[src/rtl/eq_pkg.sv]
// rtl/eq_pkg.sv - shared states, widths and operand indices for the equation-1 solver
package eq_pkg;

  typedef enum logic [2:0] {IDLE, SQRT, ZSEL, MUL, SETUP, GO_HI, GO_LO} state_t;

  localparam logic TARGET_MSB = 1'b1;
  localparam int   DATA_W     = 8;
  localparam int   TIMER_W    = 7;

  localparam logic [1:0] OP_X = 2'd0;
  localparam logic [1:0] OP_Y = 2'd1;
  localparam logic [1:0] OP_Z = 2'd2;

endpackage

[src/rtl/eq1_handshake_tx.sv]
// rtl/eq1_handshake_tx.sv - drives one operand onto DataOut with a SETUP / Go-high / Go-low strobe
module eq1_handshake_tx
  import eq_pkg::*;
#(
  parameter int GO_CYCLES  = 4,
  parameter int GAP_CYCLES = 4
) (
  input  logic              Clock,
  input  logic              Reset,
  input  logic              load_i,
  input  logic [DATA_W-1:0] operand_i,
  output logic [DATA_W-1:0] DataOut,
  output logic              Go,
  output logic              op_done
);

  localparam int             CNT_W    = 16;
  localparam logic [CNT_W-1:0] GO_LAST  = CNT_W'(GO_CYCLES - 1);
  localparam logic [CNT_W-1:0] GAP_LAST = CNT_W'(GAP_CYCLES - 1);

  state_t              state_q, state_d;
  logic [CNT_W-1:0]    cnt_q, cnt_d;
  logic [DATA_W-1:0]   data_q, data_d;

  always_ff @(posedge Clock) begin
    if (Reset) begin
      state_q <= IDLE;
      cnt_q   <= '0;
      data_q  <= '0;
    end else begin
      state_q <= state_d;
      cnt_q   <= cnt_d;
      data_q  <= data_d;
    end
  end

  always_comb begin
    state_d = state_q;
    cnt_d   = cnt_q;
    data_d  = data_q;
    op_done = 1'b0;
    case (state_q)
      IDLE: begin
        if (load_i) begin
          data_d  = operand_i;
          state_d = SETUP;
        end
      end
      SETUP: begin
        cnt_d   = '0;
        state_d = GO_HI;
      end
      GO_HI: begin
        if (cnt_q == GO_LAST) begin
          cnt_d   = '0;
          state_d = GO_LO;
        end else begin
          cnt_d = cnt_q + 1'b1;
        end
      end
      GO_LO: begin
        if (cnt_q == GAP_LAST) begin
          op_done = 1'b1;
          // Accepting the next operand here keeps SETUP back-to-back with the previous gap.
          if (load_i) begin
            data_d  = operand_i;
            state_d = SETUP;
          end else begin
            data_d  = '0;
            state_d = IDLE;
          end
        end else begin
          cnt_d = cnt_q + 1'b1;
        end
      end
      default: state_d = IDLE;
    endcase
  end

  assign Go      = (state_q == GO_HI);
  assign DataOut = (state_q == IDLE) ? '0 : data_q;

endmodule

[src/rtl/eq1_solution_gen.sv]
// rtl/eq1_solution_gen.sv - solves (x/z)^2 + y/z == {1, OngoingTimer} and streams x, y, z to the checker
module eq1_solution_gen
  import eq_pkg::*;
#(
  parameter int Z_MAX      = 8,
  parameter int GO_CYCLES  = 4,
  parameter int GAP_CYCLES = 4
) (
  input  logic               Clock,
  input  logic               Reset,
  input  logic               start,
  input  logic [TIMER_W-1:0] OngoingTimer,
  output logic               startEq1,
  output logic [DATA_W-1:0]  DataOut,
  output logic               Go,
  output logic               busy,
  output logic               done
);

  state_t            state_q, state_d;
  logic [7:0]        t_q, t_d;
  logic [3:0]        q_q, q_d;
  logic [7:0]        r_q, r_d;
  logic [7:0]        z_q, z_d;
  logic [7:0]        y_q, y_d;
  logic [1:0]        op_q, op_d;
  logic              done_q, done_d;

  logic [4:0]        q_inc;
  logic [8:0]        sq_next;
  logic [7:0]        sq_cur;
  logic [15:0]       prod_x, prod_y;
  logic              tx_load, tx_done;
  logic [DATA_W-1:0] tx_operand;

  assign q_inc   = {1'b0, q_q} + 5'd1;
  assign sq_next = {4'b0, q_inc} * {4'b0, q_inc};
  assign sq_cur  = {4'b0, q_q} * {4'b0, q_q};
  assign prod_x  = {12'b0, q_q} * {8'b0, z_q};
  assign prod_y  = {8'b0, r_q} * {8'b0, z_q};

  always_ff @(posedge Clock) begin
    if (Reset) begin
      state_q <= IDLE;
      t_q     <= '0;
      q_q     <= '0;
      r_q     <= '0;
      z_q     <= '0;
      y_q     <= '0;
      op_q    <= OP_X;
      done_q  <= 1'b0;
    end else begin
      state_q <= state_d;
      t_q     <= t_d;
      q_q     <= q_d;
      r_q     <= r_d;
      z_q     <= z_d;
      y_q     <= y_d;
      op_q    <= op_d;
      done_q  <= done_d;
    end
  end

  // SETUP stands for the whole transmit phase here; the transmitter tracks its own sub-phases.
  always_comb begin
    state_d    = state_q;
    t_d        = t_q;
    q_d        = q_q;
    r_d        = r_q;
    z_d        = z_q;
    y_d        = y_q;
    op_d       = op_q;
    done_d     = 1'b0;
    tx_load    = 1'b0;
    tx_operand = '0;
    case (state_q)
      IDLE: begin
        if (start) begin
          t_d     = {TARGET_MSB, OngoingTimer};
          q_d     = '0;
          r_d     = '0;
          state_d = SQRT;
        end
      end
      SQRT: begin
        if (sq_next <= {1'b0, t_q}) begin
          q_d = q_q + 4'd1;
        end else begin
          r_d     = t_q - sq_cur;
          z_d     = 8'(Z_MAX);
          state_d = ZSEL;
        end
      end
      ZSEL: begin
        if (prod_x <= 16'd255 && prod_y <= 16'd255) state_d = MUL;
        else z_d = z_q - 8'd1;
      end
      MUL: begin
        // x goes straight into the transmitter; only y needs holding for later.
        tx_load    = 1'b1;
        tx_operand = prod_x[7:0];
        y_d        = prod_y[7:0];
        op_d       = OP_X;
        state_d    = SETUP;
      end
      SETUP: begin
        if (tx_done) begin
          if (op_q == OP_Z) begin
            done_d  = 1'b1;
            state_d = IDLE;
          end else begin
            tx_load    = 1'b1;
            tx_operand = (op_q == OP_X) ? y_q : z_q;
            op_d       = op_q + 2'd1;
          end
        end
      end
      default: state_d = IDLE;
    endcase
  end

  eq1_handshake_tx #(
    .GO_CYCLES (GO_CYCLES),
    .GAP_CYCLES(GAP_CYCLES)
  ) u_tx (
    .Clock    (Clock),
    .Reset    (Reset),
    .load_i   (tx_load),
    .operand_i(tx_operand),
    .DataOut  (DataOut),
    .Go       (Go),
    .op_done  (tx_done)
  );

  assign startEq1 = (state_q == IDLE) && start && !Reset;
  assign busy     = (state_q != IDLE);
  assign done     = done_q;

endmodule

[config.mk]
export PLATFORM = sky130hd
export DESIGN_NAME = eq1_solution_gen
export DESIGN_NICKNAME = d
export VERILOG_FILES = /design/src/rtl/eq_pkg.sv /design/src/rtl/eq1_handshake_tx.sv /design/src/rtl/eq1_solution_gen.sv
export SDC_FILE = /design/constraint.sdc
export NUM_CORES = 1
export LEC_CHECK = 0
export ABC_AREA = 1
export BUFFER_PORTS_ARGS = -buffer_cell sky130_fd_sc_hd__buf_2
export CAP_MARGIN = 20
export CORE_UTILIZATION = 60
export CTS_BUF_LIST = sky130_fd_sc_hd__clkbuf_16
export CTS_CLUSTER_DIAMETER = 50
export DETAILED_ROUTE_END_ITERATION = 8
export PLACE_DENSITY = 0.74
export SYNTH_ARGS = -nofsm -noshare
export SYNTH_HDL_FRONTEND = slang
export SYNTH_HIERARCHICAL = 1
export SYNTH_SLANG_ARGS = --single-unit
[constraint.sdc]
create_clock -name Clock -period 10.95 [get_ports Clock]
set_input_delay 1.095 -clock Clock [delete_from_list [all_inputs] [get_ports Clock]]
set_output_delay 1.095 -clock Clock [all_outputs]
set_load 0.02 [all_outputs]
* Word level (Yosys, flattened, before mapping) *
Index checks and enable logic that the tools add are counted.

operators by class
  add/subtract/negate cells = 6
  multipliers = 4
  $lt $le $gt $ge = 3
  equal/unequal tests = 21
  multiplexer cells = 41
  bitwise gates (word level) = 2
  reduce and logical (&&, ||, !) cells = 23

operators with widths
  operator                 count
  $mux W8                  11
  $pmux W8 S2              4
  $pmux W16 S3             1
  $mux W16                 2
  $mux W3                  9
  $ne A2 B2 Y1 const B     10
  $reduce_and A3 Y1        6
  $add A16 B1 Y16 const B  1
  $eq A16 B2 Y1 const B    1
  $le A16 B8 Y1 const B    1
  $mul A8 B8 Y16           1
  $pmux W3 S5              1
  $eq A3 B3 Y1 const B     4
  $le A12 B8 Y1 const B    1
  $mul A4 B8 Y12           1
  $pmux W3 S4              1
  $le A9 B8 Y1             1
  $mul A5 B5 Y9            1
  $mul A4 B4 Y8            1
  $mux W4                  2
  $pmux W4 S2              1
  $reduce_bool A2 Y1       4
  $sub A8 B1 Y8 const B    1
  $sub A8 B8 Y8            1
  20 further kinds         33

storage, ports and cells
  register bits after elaboration = 69
  word-level logic and storage cells = 111

* Longest topological paths before layout *
  depth in word-level cells = 8
  mapped depth = 29
  depth with buffers taken out = 29

* Cells and area by module *
The synthesis kept the hierarchy.

by module, submodules not included
  module            instances  cells an instance  area each (um^2)
  eq1_solution_gen  1          963                6485.0
  eq1_handshake_tx  1          283                1793.0

* Least setup slack after synthesis *
OpenSTA, ideal clock, no wires.

  path kind = register -> register
  start point = reg q_q[0]
  end point = reg r_q[5]
  setup time = 116 ps
  arrival = 4535 ps
  required time = 10834 ps
  path slack = 6298 ps
  cell stages (with the launch flop) = 24
  cell sequence = dfxtp_1 -> inv_1 -> ha_1 -> inv_1 -> nand3_1 -> fa_1 -> fa_1 -> inv_1 -> ha_1 -> a31o_2 -> ha_1 -> a21o_1 -> a21oi_1 -> xnor2_1 -> ha_1 -> nand2_1 -> nor3_1 -> nand3_1 -> nand2_1 -> nand2_1 -> nand2_1 -> nand2_2 -> buf_6 -> o211a_1

between the ends
  longest elaborated chain between the ends = 5
  elaborated cells on any way between the ends = 9
  classes of those cells = add/sub (2); mul (2); order compare (1); eq/ne (1); mux (2); reduce/logical (1)

RTL lines
  item                                RTL line                RTL
  start: declaration                  eq1_solution_gen.sv:22  logic [3:0] q_q, q_d;
  start signal: assignment            eq1_solution_gen.sv:55  q_q <= q_d;
  $add A4 B1 Y5                       eq1_solution_gen.sv:36  assign q_inc = {1'b0, q_q} + 5'd1;
  $mul A5 B5 Y9                       eq1_solution_gen.sv:37  assign sq_next = {4'b0, q_inc} * {4'b0, q_inc};
  $le A9 B8 Y1                        eq1_solution_gen.sv:86  if (sq_next <= {1'b0, t_q}) begin
  $ne A2 B2 Y1 (no source line)       n/a
  $reduce_and A3 Y1 (no source line)  n/a
  end signal: assignment              eq1_solution_gen.sv:56  r_q <= r_d;
  end: declaration                    eq1_solution_gen.sv:23  logic [7:0] r_q, r_d;

Several ways; a longest one is shown, not always the timed one. The select of a mux whose other input is x is not followed.
A chain may end at the register's enable or synchronous reset.

* Final worst setup path *
  start point = reg q_q[0]
  end point = reg z_q[0]

between the ends
  longest elaborated chain between the ends = 5
  elaborated cells on any way between the ends = 9
  classes of those cells = add/sub (1); mul (2); order compare (2); eq/ne (2); reduce/logical (2)

RTL lines
  item                                                        RTL line                                        RTL
  $add A4 B1 Y5 / $mul A4 B8 Y12 (equally long branches)      eq1_solution_gen.sv:36, eq1_solution_gen.sv:39
  $mul A5 B5 Y9 / $le A12 B8 Y1 (equally long branches)       eq1_solution_gen.sv:37, eq1_solution_gen.sv:95
  $le A9 B8 Y1 / $logic_and A1 B1 Y1 (equally long branches)  eq1_solution_gen.sv:86, eq1_solution_gen.sv:95
  $ne A2 B2 Y1 (no source line)                               n/a
  $reduce_and A3 Y1 (no source line) *                        n/a
  end signal: assignment                                      eq1_solution_gen.sv:57                          z_q <= z_d;
  end: declaration                                            eq1_solution_gen.sv:24                          logic [7:0] z_q, z_d;

Mark *: on every way between the ends. The rest lies on a longest branch, timed or not.

==> metrics.txt <==
status complete, no violations; Die Span Y 119 µm; Worst R2R End z_q[0]$_SDFFE_PP0P_; Worst Hold Margin 462 ps; sequential share of power 0.279; 1st-pass router iterations 5; Setup crit start kind register; number of synthesized flops with an enable pin 0; GRT Overall Usage 0.282; placer congestion estimate 0.869; required time worst endpoint 11170 ps; drt total wl 18.8 mm; DR iter-0 viols 447; layout cells sized above 1 0.0774; crit path buf inv count 5; clock tree buffer depth 2; Yosys reg bits 69; Skew-Pair Late Insertion Delay 330 ps; Final Hold Vio Count 0; clock slew at reported path FFs 60 ps; Comb pwr share 0.562; # nets final 1383; Synth async-reset ratio 0; Worst Path Arrival 5640 ps; Ys Warns 6; Syn Inst Count 1246; Hold Path End y_q[0]$_SDFFE_PP0P_; Crit path largest cell delay 730 ps; fin crit period 5420 ps; Worst path top cell family by delay adder cells; Final period util 0.495; Avg Cell Area, Syn 6.64 µm²; Pint 786 µW; CTS buffer count 9; class of the worst hold path register to register; Sw Share 0.508; Detailed Place HPWL 14.6 mm; final max-slew violation count 0; Hold Crit Start y_q[0]$_SDFFE_PP0P_; starting density of the core 0.620; vias in the first global route 7105; critical path type register to register; io pins 22; CTS Hold Bufs 0; Worst path depth 25; most used cell along the critical path ha_1; Vias 7553; Netlist Area Pre-Place 8280 µm²; # clock sinks 69; syn_nets 1393; ANT nets after route 0; first-pass GRT wire length 32.9 mm; Final Setup Violations 0; MaxCap Viol Count 0; Synth Flop Type dfxtp_1; initial antenna violation count 0; IO Port Bufs 21; Rows 42; pin count of the biggest net entering global routing 33; Slew HR 0.457; Highest Clock Rate 184 MHz; worst vdd rail ir drop 0.121 mV; # H-tree levels 3; Slowest-stage cell, CP dfxtp_1; r2r setup slk 5530 ps; cts repair resizes 0; WHS Path Cells 2; Remaining DRCs 0; # Post-CTS Setup Buffers 0; Clock power frac 0.159; P per Cell Area 185 nW/µm²; Worst Reg-to-Reg Cells 25; Via-to-Cell Ratio 5.33; clock skew 9.12 ps; leakage power 0.00492 µW; Die X 119 µm; worst slew pin tran 814 ps; full die area 14300 µm²; CTS tree done; endpoint class of the critical path register; n_diodes 0; drt wl/cell 13.3 µm; post-synthesis sequential area ratio 0.167; RSZ-0062 raised after global routing no; global route total overflow 0; Switch Pwr 811 µW; fillers 1265; worst-path fanout max 19; clk root buf clkbuf_16; Synth cell types 47; Layout area overhead 4.50%; core area 13300 µm²; R2R Path Start q_q[0]$_SDFFE_PP0P_; setup TNS 0 ps
-- per-layer routing --
layer / global-route usage / routed length, µm / vias to the layer above
li1: - / - / 3835
met1: 0.378 / 8980 / 3531
met2: 0.484 / 8810 / 164
met3: 0.0326 / 742 / 23
met4: 0.0617 / 245 / 0
met5: 0 / 0 / -
-- cell usage after synthesis, drive strengths merged, types with 3 or more instances --
cell    count  area [µm²]
nand2     322        1280
inv       256         961
nor2      134         569
ha         84        1050
nand3      75         425
a21oi      71         393
dfxtp      69        1380
fa         53        1060
o21ai      39         199
clkbuf     25        93.8
nand4      22         138
buf        19         124
xor2       15         131
o211ai     11        82.6
nor3        9        56.3
xnor2       9        78.8
o32ai       6        52.6
o21bai      4        30.0
clkinv      3        16.3
-- power groups by stage --
stage | clock, µW | sequential, µW | combinational (µW)
after floorplan | 0 | 345 | 797
after global placement | 0 | 446 | 872
after detailed placement | 0 | 446 | 888
after CTS | 256 | 442 | 896
after global routing | 269 | 456 | 1030
final | 254 | 446 | 897
-- placed cells by master (no fill, tap or decap), types with 3 or more instances in the layout --
cell	synthesis	layout
nor2_2	11	11
buf_2	9	21
nand3_1	68	68
ha_1	84	84
nor2_4	3	3
o21ai_0	32	32
nor2_1	119	119
o21bai_1	4	4
a21oi_2	10	10
clkinv_1	2	3
clkbuf_16	0	9
nand4_1	22	22
xnor2_1	9	9
nand2_2	15	15
o32ai_1	6	6
dfxtp_1	69	69
nand2_1	303	303
inv_2	4	4
xor2_1	15	15
o211ai_1	11	11
o21ai_1	6	6
nor3_1	8	8
inv_1	252	255
nand2_4	3	3
fa_1	53	53
a21oi_1	61	61
nand3_2	5	5
-- stage by stage --
step / cells / setup WS, ps / cell area, µm² / util / total power [µW]
2_1_floorplan: 1246 / 6300 / 8280 / - / 1140
3_3_place_gp: 1401 / 5750 / 8400 / 0.629 / 1320
3_5_place_dp: 1401 / 5590 / 8400 / 0.629 / 1330
4_1_cts: 1416 / 5560 / 8650 / 0.648 / 1590
5_1_grt: 1416 / 5070 / 8650 / 0.648 / 1760
6_report: 1416 / 5530 / 8650 / 0.648 / 1600
-- logic make-up (layout without fill, tap and decap cells) --
logic type / Yosys count / after routing / synth area share
multiplexers: 1 / 1 / 0.00121
AO/OA/AOI/OAI: 143 / 143 / 0.103
adder cells (fa/ha/maj): 137 / 137 / 0.255
AND/OR/NAND/NOR: 568 / 568 / 0.304
XOR/XNOR: 24 / 24 / 0.0254
other: 1 / 1 / 0.000453
flip-flops: 69 / 69 / 0.167
buffers and inverters: 303 / 297 / 0.144
-- sequential cells by signal (all words and copies together), names as in the netlist --
signal,flops
t_q,8
u_tx/data_q,8
state_q,3
q_q,4
u_tx/cnt_q,16
u_tx/state_q,3
op_q,2
z_q,8
y_q,8
done,1
r_q,8
-- worst register-to-register path, stage by stage (launching register included) --
cell	delay, ps
dfxtp_1	730
inv_1	230
ha_1	410
inv_1	120
nand3_1	160
fa_1	490
fa_1	510
inv_1	40
ha_1	280
a31o_2	240
ha_1	330
a21oi_1	140
nand2_1	90
xor2_1	150
ha_1	290
nand2_1	70
nor3_1	180
nand3_1	90
nand2_1	120
nand3_2	110
nand2_2	130
clkinv_4	110
nand2_8	120
inv_2	60
nor2_2	70
nor2_1	50
-- how the worst max path moves through the flow --
| stage | start | to |
|---|---|---|
| 2_1_floorplan | q_q[0]$_SDFFE_PP0P_ | r_q[5]$_SDFFE_PP0P_ |
| 3_3_place_gp | q_q[0]$_SDFFE_PP0P_ | z_q[0]$_SDFFE_PP0P_ |
| 3_5_place_dp | q_q[0]$_SDFFE_PP0P_ | r_q[6]$_SDFFE_PP0P_ |
| 4_1_cts | q_q[0]$_SDFFE_PP0P_ | z_q[0]$_SDFFE_PP0P_ |
| 5_1_grt | q_q[0]$_SDFFE_PP0P_ | r_q[2]$_SDFFE_PP0P_ |
| 6_report | q_q[0]$_SDFFE_PP0P_ | z_q[0]$_SDFFE_PP0P_ |
-- area by class of cell --
class	count	area, µm²	area share
Clock inverter	6	25.0	0.00289
Timing Repair Buffer	23	120	0.0139
Tap cell	176	220	0.0255
Clock buffer	9	225	0.0260
Multi-Input combinational cell	874	5700	0.659
Sequential cell	69	1380	0.160
Inverter	259	977	0.113
Note: power is estimated with default switching activity, not from simulation.
